**src/rtl/imdct_band_scheduler.sv**
```systemverilog
// ---------------------------------------------------------------------------
// imdct_band_scheduler
//
// Per-channel subband sequencer for the IMDCT stage. On a granule start every
// channel walks SUBBANDS subbands: it pulses start_subband, presents the base
// address and effective block type, then waits for band_done from its
// compute/window/overlap chain. When every channel has finished, all channels
// return to IDLE together and stage_done pulses once.
//
// Optional feature (macro IMDCT_SCHED_WATCHDOG_EN):
//   per-channel watchdog on the WAIT state; on expiry the channel sets a
//   sticky timeout_err bit and advances as if band_done had arrived.
//   Without the macro no counter is built and timeout_err is constant 0.
//
// Ports:
//   clk, rst              clock, synchronous active-high reset
//   stage_ready           start-of-granule pulse (honoured only when idle)
//   block_type            side info, channel c in bits [2c+1:2c]
//   window_switching_flag side info, one bit per channel
//   mixed_block_flag      side info, one bit per channel
//   band_done             per-channel "current subband written back" pulse
//   start_subband         per-channel single-cycle launch pulse
//   base_address          per-channel first line of the current subband
//   block_type_out        per-channel effective block type
//   busy                  any channel not IDLE
//   stage_done            single-cycle granule completion pulse
//   timeout_err           sticky per-channel watchdog flag
// ---------------------------------------------------------------------------
module imdct_band_scheduler #(
    parameter int NUM_CH         = 2,
    parameter int SUBBANDS       = 32,
    parameter int LINES_PER_BAND = 18,
    parameter int ADDR_W         = 10,
    parameter int MIXED_BANDS    = 2,
    parameter int TIMEOUT        = 1023
) (
    input  logic                  clk,
    input  logic                  rst,
    input  logic                  stage_ready,
    input  logic [2*NUM_CH-1:0]   block_type,
    input  logic [NUM_CH-1:0]     window_switching_flag,
    input  logic [NUM_CH-1:0]     mixed_block_flag,
    input  logic [NUM_CH-1:0]     band_done,
    output logic [NUM_CH-1:0]     start_subband,
    output logic [ADDR_W*NUM_CH-1:0] base_address,
    output logic [2*NUM_CH-1:0]   block_type_out,
    output logic                  busy,
    output logic                  stage_done,
    output logic [NUM_CH-1:0]     timeout_err
);

    localparam int BAND_W = (SUBBANDS > 1) ? $clog2(SUBBANDS) : 1;
    localparam logic [BAND_W-1:0] LAST_BAND = BAND_W'(SUBBANDS - 1);
    localparam logic [ADDR_W-1:0] STRIDE    = ADDR_W'(LINES_PER_BAND);

    typedef enum logic [1:0] {
        S_IDLE  = 2'd0,
        S_START = 2'd1,
        S_WAIT  = 2'd2,
        S_FIN   = 2'd3
    } state_e;

    state_e            state_q  [NUM_CH];
    state_e            state_d  [NUM_CH];
    logic [BAND_W-1:0] band_q   [NUM_CH];
    logic [BAND_W-1:0] band_d   [NUM_CH];
    logic [ADDR_W-1:0] base_q   [NUM_CH];
    logic [ADDR_W-1:0] base_d   [NUM_CH];
    logic [1:0]        bt_lat_q [NUM_CH];
    logic [1:0]        bt_lat_d [NUM_CH];
    logic [NUM_CH-1:0] mix_lat_q, mix_lat_d;
    logic [NUM_CH-1:0] wsf_lat_q, wsf_lat_d;

    logic [NUM_CH-1:0]   start_q, start_d;
    logic [2*NUM_CH-1:0] bt_out_q, bt_out_d;
    logic                busy_q, busy_d;
    logic                stage_done_q, stage_done_d;

    logic                all_idle;
    logic                all_fin;
    logic                launch;
    logic [NUM_CH-1:0]   adv;

`ifdef IMDCT_SCHED_WATCHDOG_EN
    localparam int WD_W = (TIMEOUT > 1) ? $clog2(TIMEOUT + 1) : 1;
    // The counter starts at 0 on the first WAIT cycle, so it expires on the
    // TIMEOUT-th WAIT cycle when it holds TIMEOUT-1.
    localparam logic [WD_W-1:0] WD_LAST = WD_W'(TIMEOUT - 1);

    logic [WD_W-1:0]   wd_q [NUM_CH];
    logic [WD_W-1:0]   wd_d [NUM_CH];
    logic [NUM_CH-1:0] to_q, to_d;
`endif

    always_comb begin
        // NOTE: every signal driven here gets a default before any branch,
        // otherwise an unassigned path would infer a latch.
        all_idle = 1'b1;
        all_fin  = 1'b1;
        for (int c = 0; c < NUM_CH; c++) begin
            if (state_q[c] != S_IDLE) all_idle = 1'b0;
            if (state_q[c] != S_FIN)  all_fin  = 1'b0;
        end
        launch = stage_ready && all_idle;

        busy_d       = 1'b0;
        // Channels only leave FIN together, so all_fin is true for one cycle.
        stage_done_d = all_fin;
        start_d      = '0;
        bt_out_d     = '0;
        mix_lat_d    = mix_lat_q;
        wsf_lat_d    = wsf_lat_q;
        adv          = '0;
`ifdef IMDCT_SCHED_WATCHDOG_EN
        to_d         = to_q;
`endif

        for (int c = 0; c < NUM_CH; c++) begin
            state_d[c]  = state_q[c];
            band_d[c]   = band_q[c];
            base_d[c]   = base_q[c];
            bt_lat_d[c] = bt_lat_q[c];
            adv[c]      = band_done[c];
`ifdef IMDCT_SCHED_WATCHDOG_EN
            wd_d[c]     = wd_q[c];
`endif

            unique case (state_q[c])
                S_IDLE: begin
                    if (launch) begin
                        bt_lat_d[c]  = block_type[2*c +: 2];
                        mix_lat_d[c] = mixed_block_flag[c];
                        wsf_lat_d[c] = window_switching_flag[c];
                        band_d[c]    = '0;
                        base_d[c]    = '0;
                        state_d[c]   = S_START;
                    end
                end
                S_START: begin
                    // band_done is not looked at here: a completion in the
                    // launch cycle cannot belong to the band just launched.
                    state_d[c] = S_WAIT;
`ifdef IMDCT_SCHED_WATCHDOG_EN
                    wd_d[c] = '0;
`endif
                end
                S_WAIT: begin
`ifdef IMDCT_SCHED_WATCHDOG_EN
                    wd_d[c] = wd_q[c] + WD_W'(1);
                    if (!band_done[c] && wd_q[c] == WD_LAST) begin
                        adv[c]  = 1'b1;
                        to_d[c] = 1'b1;
                    end
`endif
                    if (adv[c]) begin
                        if (band_q[c] == LAST_BAND) begin
                            state_d[c] = S_FIN;
                        end else begin
                            // Incremental stride keeps a multiplier off the path.
                            band_d[c]  = band_q[c] + BAND_W'(1);
                            base_d[c]  = base_q[c] + STRIDE;
                            state_d[c] = S_START;
                        end
                    end
                end
                S_FIN: begin
                    if (all_fin) state_d[c] = S_IDLE;
                end
                default: state_d[c] = S_IDLE;
            endcase

            // Outputs are registered from next-state values so they line up
            // with the state they describe.
            start_d[c] = (state_d[c] == S_START);
            busy_d     = busy_d | (state_d[c] != S_IDLE);
            bt_out_d[2*c +: 2] =
                (mix_lat_d[c] && wsf_lat_d[c] && int'(band_d[c]) < MIXED_BANDS)
                ? 2'b00 : bt_lat_d[c];
        end
    end

    always_ff @(posedge clk) begin
        // NOTE: sequential state uses non-blocking assignments so every flop
        // samples the pre-edge values regardless of statement order.
        if (rst) begin
            for (int c = 0; c < NUM_CH; c++) begin
                state_q[c]  <= S_IDLE;
                band_q[c]   <= '0;
                base_q[c]   <= '0;
                bt_lat_q[c] <= '0;
`ifdef IMDCT_SCHED_WATCHDOG_EN
                wd_q[c]     <= '0;
`endif
            end
            mix_lat_q    <= '0;
            wsf_lat_q    <= '0;
            start_q      <= '0;
            bt_out_q     <= '0;
            busy_q       <= 1'b0;
            stage_done_q <= 1'b0;
`ifdef IMDCT_SCHED_WATCHDOG_EN
            to_q         <= '0;
`endif
        end else begin
            for (int c = 0; c < NUM_CH; c++) begin
                state_q[c]  <= state_d[c];
                band_q[c]   <= band_d[c];
                base_q[c]   <= base_d[c];
                bt_lat_q[c] <= bt_lat_d[c];
`ifdef IMDCT_SCHED_WATCHDOG_EN
                wd_q[c]     <= wd_d[c];
`endif
            end
            mix_lat_q    <= mix_lat_d;
            wsf_lat_q    <= wsf_lat_d;
            start_q      <= start_d;
            bt_out_q     <= bt_out_d;
            busy_q       <= busy_d;
            stage_done_q <= stage_done_d;
`ifdef IMDCT_SCHED_WATCHDOG_EN
            to_q         <= to_d;
`endif
        end
    end

    for (genvar g = 0; g < NUM_CH; g++) begin : g_base
        assign base_address[g*ADDR_W +: ADDR_W] = base_q[g];
    end

    assign start_subband  = start_q;
    assign block_type_out = bt_out_q;
    assign busy           = busy_q;
    assign stage_done     = stage_done_q;

`ifdef IMDCT_SCHED_WATCHDOG_EN
    assign timeout_err = to_q;
`else
    assign timeout_err = '0;
`endif

endmodule

```
**config.mk**
```make
export PLATFORM = sky130hd
export DESIGN_NAME = imdct_band_scheduler
export DESIGN_NICKNAME = d
export VERILOG_FILES = /design/src/rtl/imdct_band_scheduler.sv
export SDC_FILE = /design/constraint.sdc
export NUM_CORES = 1
export LEC_CHECK = 0
export CELL_PAD_IN_SITES_DETAIL_PLACEMENT = 1
export CELL_PAD_IN_SITES_GLOBAL_PLACEMENT = 1
export CORE_AREA = 2 2 75 77
export CTS_BUF_LIST = sky130_fd_sc_hd__clkbuf_4 sky130_fd_sc_hd__clkbuf_8
export DETAILED_ROUTE_END_ITERATION = 7
export DIE_AREA = 0 0 77 79
export MAX_ROUTING_LAYER = met4
export PLACE_DENSITY_LB_ADDON = 0.3
export SLEW_MARGIN = 20
export SYNTH_ARGS = -nofsm -noshare
export SYNTH_HDL_FRONTEND = slang
export SYNTH_SLANG_ARGS = --single-unit
```
**constraint.sdc**
```tcl
create_clock -name clk -period 3.6 [get_ports clk]
set_input_delay 0.72 -clock clk [delete_from_list [all_inputs] [get_ports clk]]
set_output_delay 0.72 -clock clk [all_outputs]
set_load 0.005 [all_outputs]
```
==> results.sh <==
export IMPL_clock_skew_ns=0.0119
export IMPL_crit_slowest_cell="clkdlybuf4s50_1"
export IMPL_antenna_left=0
export IMPL_finalCriticalPeriod_ns=2.43
export IMPL_overflow=0
export IMPL_reg2reg_slack_ns=1.35
export IMPL_crit_required_ns=3.80
export IMPL_synth_top_cell_by_area="dfxtp_1"
export IMPL_worstPathArrival_ns=2.63
export IMPL_r2r_start="band_q[0][0]$_SDFFE_PP0P_"
export IMPL_placed_area_um2=2640
export IMPL_io_buffers=38
export IMPL_wirelength_mm=5.24
export IMPL_drv_cap=0
export IMPL_max_slew_margin=0.585
export IMPL_synth_compound_area_frac=0.158
export IMPL_synth_top_family_by_area="simple AND/OR/NAND/NOR gates"
export IMPL_die_h_um=79
export IMPL_remaining_drc_errors=0
export IMPL_fin_crit_sh=0.674
export IMPL_rows=27
export IMPL_post_route_util=0.512
export IMPL_synth_xor_area_share=0.0513
export IMPL_powerDensity_nw_per_um2=417
export IMPL_cp_cell_sequence="clkdlybuf4s50_1 > or3b_4 > nor2_4 > o221ai_1 > nor2_1 > mux2_2"
export IMPL_power_leakage_nw=0.967
export IMPL_firstDrtPassIters=4
export IMPL_synth_mux_area_frac=0.0412
export IMPL_finalWorstSetupSlack_ns=1.17
export IMPL_seq_area_frac_synth=0.433
export IMPL_clk_pin_slew_ns=0.09
export IMPL_ys_ff_latch=48
export IMPL_grt_max_degree=29
export IMPL_yosysUniqueCellTypes=56
export IMPL_synthFlopType="dfxtp_1"
export IMPL_grt_pass1_vias=1822
export IMPL_dp_hpwl_mm=3.72
export IMPL_cts_tree="yes"
export IMPL_cp_end_kind="register"
export IMPL_gp_congestion=0.784
export IMPL_core_area_um2=5340
export IMPL_clock_path_buffers=2
export IMPL_syn_area_per_cell_um2=8.95
export IMPL_antenna_cells=0
export IMPL_track_usage=0.184
export IMPL_timing_critical_path_from_type="input port"
export IMPL_fp_dieW_um=77
export IMPL_status="finished clean"
export IMPL_synthSimpleGateAreaFrac=0.240
export IMPL_ir_drop_mv=0.238
export IMPL_path_class="input port to register"
export IMPL_startpoint="stage_ready"
export IMPL_layout_drive_gt1_share=0.0877
export IMPL_num_vias=1847
export IMPL_drt_iter0_markers=66
export IMPL_cts_hold_buf=0
export IMPL_clk_insertion_delay_late_ns=0.31
export IMPL_yosys_area_top_type_share=0.433
export IMPL_hold_path_class="register to register"
export IMPL_synthArstFlopShare=0
export IMPL_synth_top_cells_by_count="dfxtp_1, nor2_1, nand2_1"
export IMPL_r2r_cells=6
export IMPL_postCtsSetupRepairBufs=0
export IMPL_ys_warn_count=0
export IMPL_yosysMostFrequentCell="dfxtp_1"
export IMPL_tns_ns=0
export IMPL_h_tree_depth=2
export IMPL_hold_ws_ns=0.463
export IMPL_tightest_slew_ns=0.622
export IMPL_wl_per_cell_um=14.7
export IMPL_design_area_um2=2730
export IMPL_final_max_slew_viol_count=0
export IMPL_rsz0062_at_grt="false"
export IMPL_r2r_end="block_type_out[1]$_SDFF_PP0_"
export IMPL_floorplan_initialDensity=0.416
export IMPL_synth_area_leaders="dfxtp_1, nor2_1, a21oi_1"
export IMPL_die_area_um2=6080
export IMPL_crit_path_end="base_q[0][18]$_SDFFE_PP0P_"
export IMPL_netlist_area_um2=2220
export IMPL_slowest_delay_ns=0.50
export IMPL_max_freq_mhz=412
export IMPL_hold_viol_final=0
export IMPL_grt_pass1_wl_mm=8.71
export IMPL_cts_root_buf="clkbuf_8"
export IMPL_synthToLayoutAreaGrowth_pct=23.1
export IMPL_synthAdderAreaFrac=0.0226
export IMPL_ios=43
export IMPL_synth_edf_count=0
export IMPL_crit_fanout=10
export IMPL_synth_cells=248
export IMPL_antenna_found_initial=0
export IMPL_final_nets=301
export IMPL_cts_buffers=5
export IMPL_report_final_setup_viol=0
export IMPL_dpl_worst_slack_ns=0.850
export IMPL_cts_sinks=48
export IMPL_vias_per_cell=5.17
export IMPL_cts_resized=0
kinds of logic after synthesis:
kind of cell | Yosys count
compound gates | 51
xor+xnor | 13
fa+ha+maj | 4
buf+inv | 21
flops | 48
mux | 9
other cells | 1
simple gates | 101
per-layer routing:
layer / wire (µm) / GRT usage / vias to the layer above
met5: 0 / - / -
met1: 2470 / 0.224 / 888
met4: 64 / 0.0571 / 0
met3: 161 / 0.0352 / 6
met2: 2540 / 0.311 / 27
li1: - / - / 926
power by group:
part	switching [mW]	internal [mW]	total [mW]	leakage [nW]
registers	0.0310	0.561	0.592	0.390
clock network	0.185	0.157	0.342	0.0516
logic	0.108	0.0956	0.204	0.526
metrics by stage:
step,cells,power [mW]
after global routing,357,1.20
after global placement,349,0.803
after floorplan,251,0.732
final,357,1.14
after detailed placement,349,0.808
after CTS,357,1.15
worst max-delay path: cells and delay by family:
family	cells	cell delay, ns
AO/OA/AOI/OAI	1	0.22
buffers and inverters	1	0.50
multiplexers	1	0.35
AND/OR/NAND/NOR	3	0.84
layout make-up:
| type | instances | area, µm² |
|---|---|---|
| Multi-Input combinational cell | 182 | 1150 |
| Fill cell | 674 | 2610 |
| Tap cell | 72 | 90.1 |
| Sequential cell | 48 | 961 |
| Clock inverter | 2 | 13.8 |
| Inverter | 5 | 18.8 |
| Clock buffer | 6 | 82.6 |
| Timing Repair Buffer | 42 | 410 |
placed cells by master, fill, tap and decap left out, types with 4 or more instances in the layout:
cell / instances
clkbuf_8: 6
nor2b_1: 6
clkdlybuf4s50_1: 38
conb_1: 4
a21oi_1: 16
and3_1: 4
nand3_1: 7
buf_4: 4
nand2_1: 19
mux2i_1: 8
dfxtp_1: 48
xor2_1: 6
nor2_1: 33
inv_1: 5
nand4_1: 7
o21ai_0: 7
xnor2_1: 7
nor3_1: 4
ha_1: 4
registers in the layout, indices dropped and copies added, names as in the netlist:
| register | count |
|---|---|
| band_q | 10 |
| base_q | 18 |
| block_type_out | 4 |
| bt_lat_q | 4 |
| busy | 1 |
| mix_lat_q | 2 |
| stage_done | 1 |
| start_subband | 2 |
| state_q | 4 |
| wsf_lat_q | 2 |
how the worst min path moves through the flow:
stage / to / cells past startpoint / slack, ns / from
CTS: mix_lat_q[1]$_SDFF_PP0_ / 2 / 0.47 / mix_lat_q[1]$_SDFF_PP0_
global placement: wsf_lat_q[0]$_SDFF_PP0_ / 2 / 0.44 / wsf_lat_q[0]$_SDFF_PP0_
finish: wsf_lat_q[0]$_SDFF_PP0_ / 2 / 0.46 / wsf_lat_q[0]$_SDFF_PP0_
global route: mix_lat_q[1]$_SDFF_PP0_ / 2 / 0.49 / mix_lat_q[1]$_SDFF_PP0_
detailed placement: mix_lat_q[1]$_SDFF_PP0_ / 2 / 0.46 / mix_lat_q[1]$_SDFF_PP0_
floorplan: wsf_lat_q[0]$_SDFF_PP0_ / 2 / 0.43 / wsf_lat_q[0]$_SDFF_PP0_
Note: power is estimated with default switching activity, not from simulation.
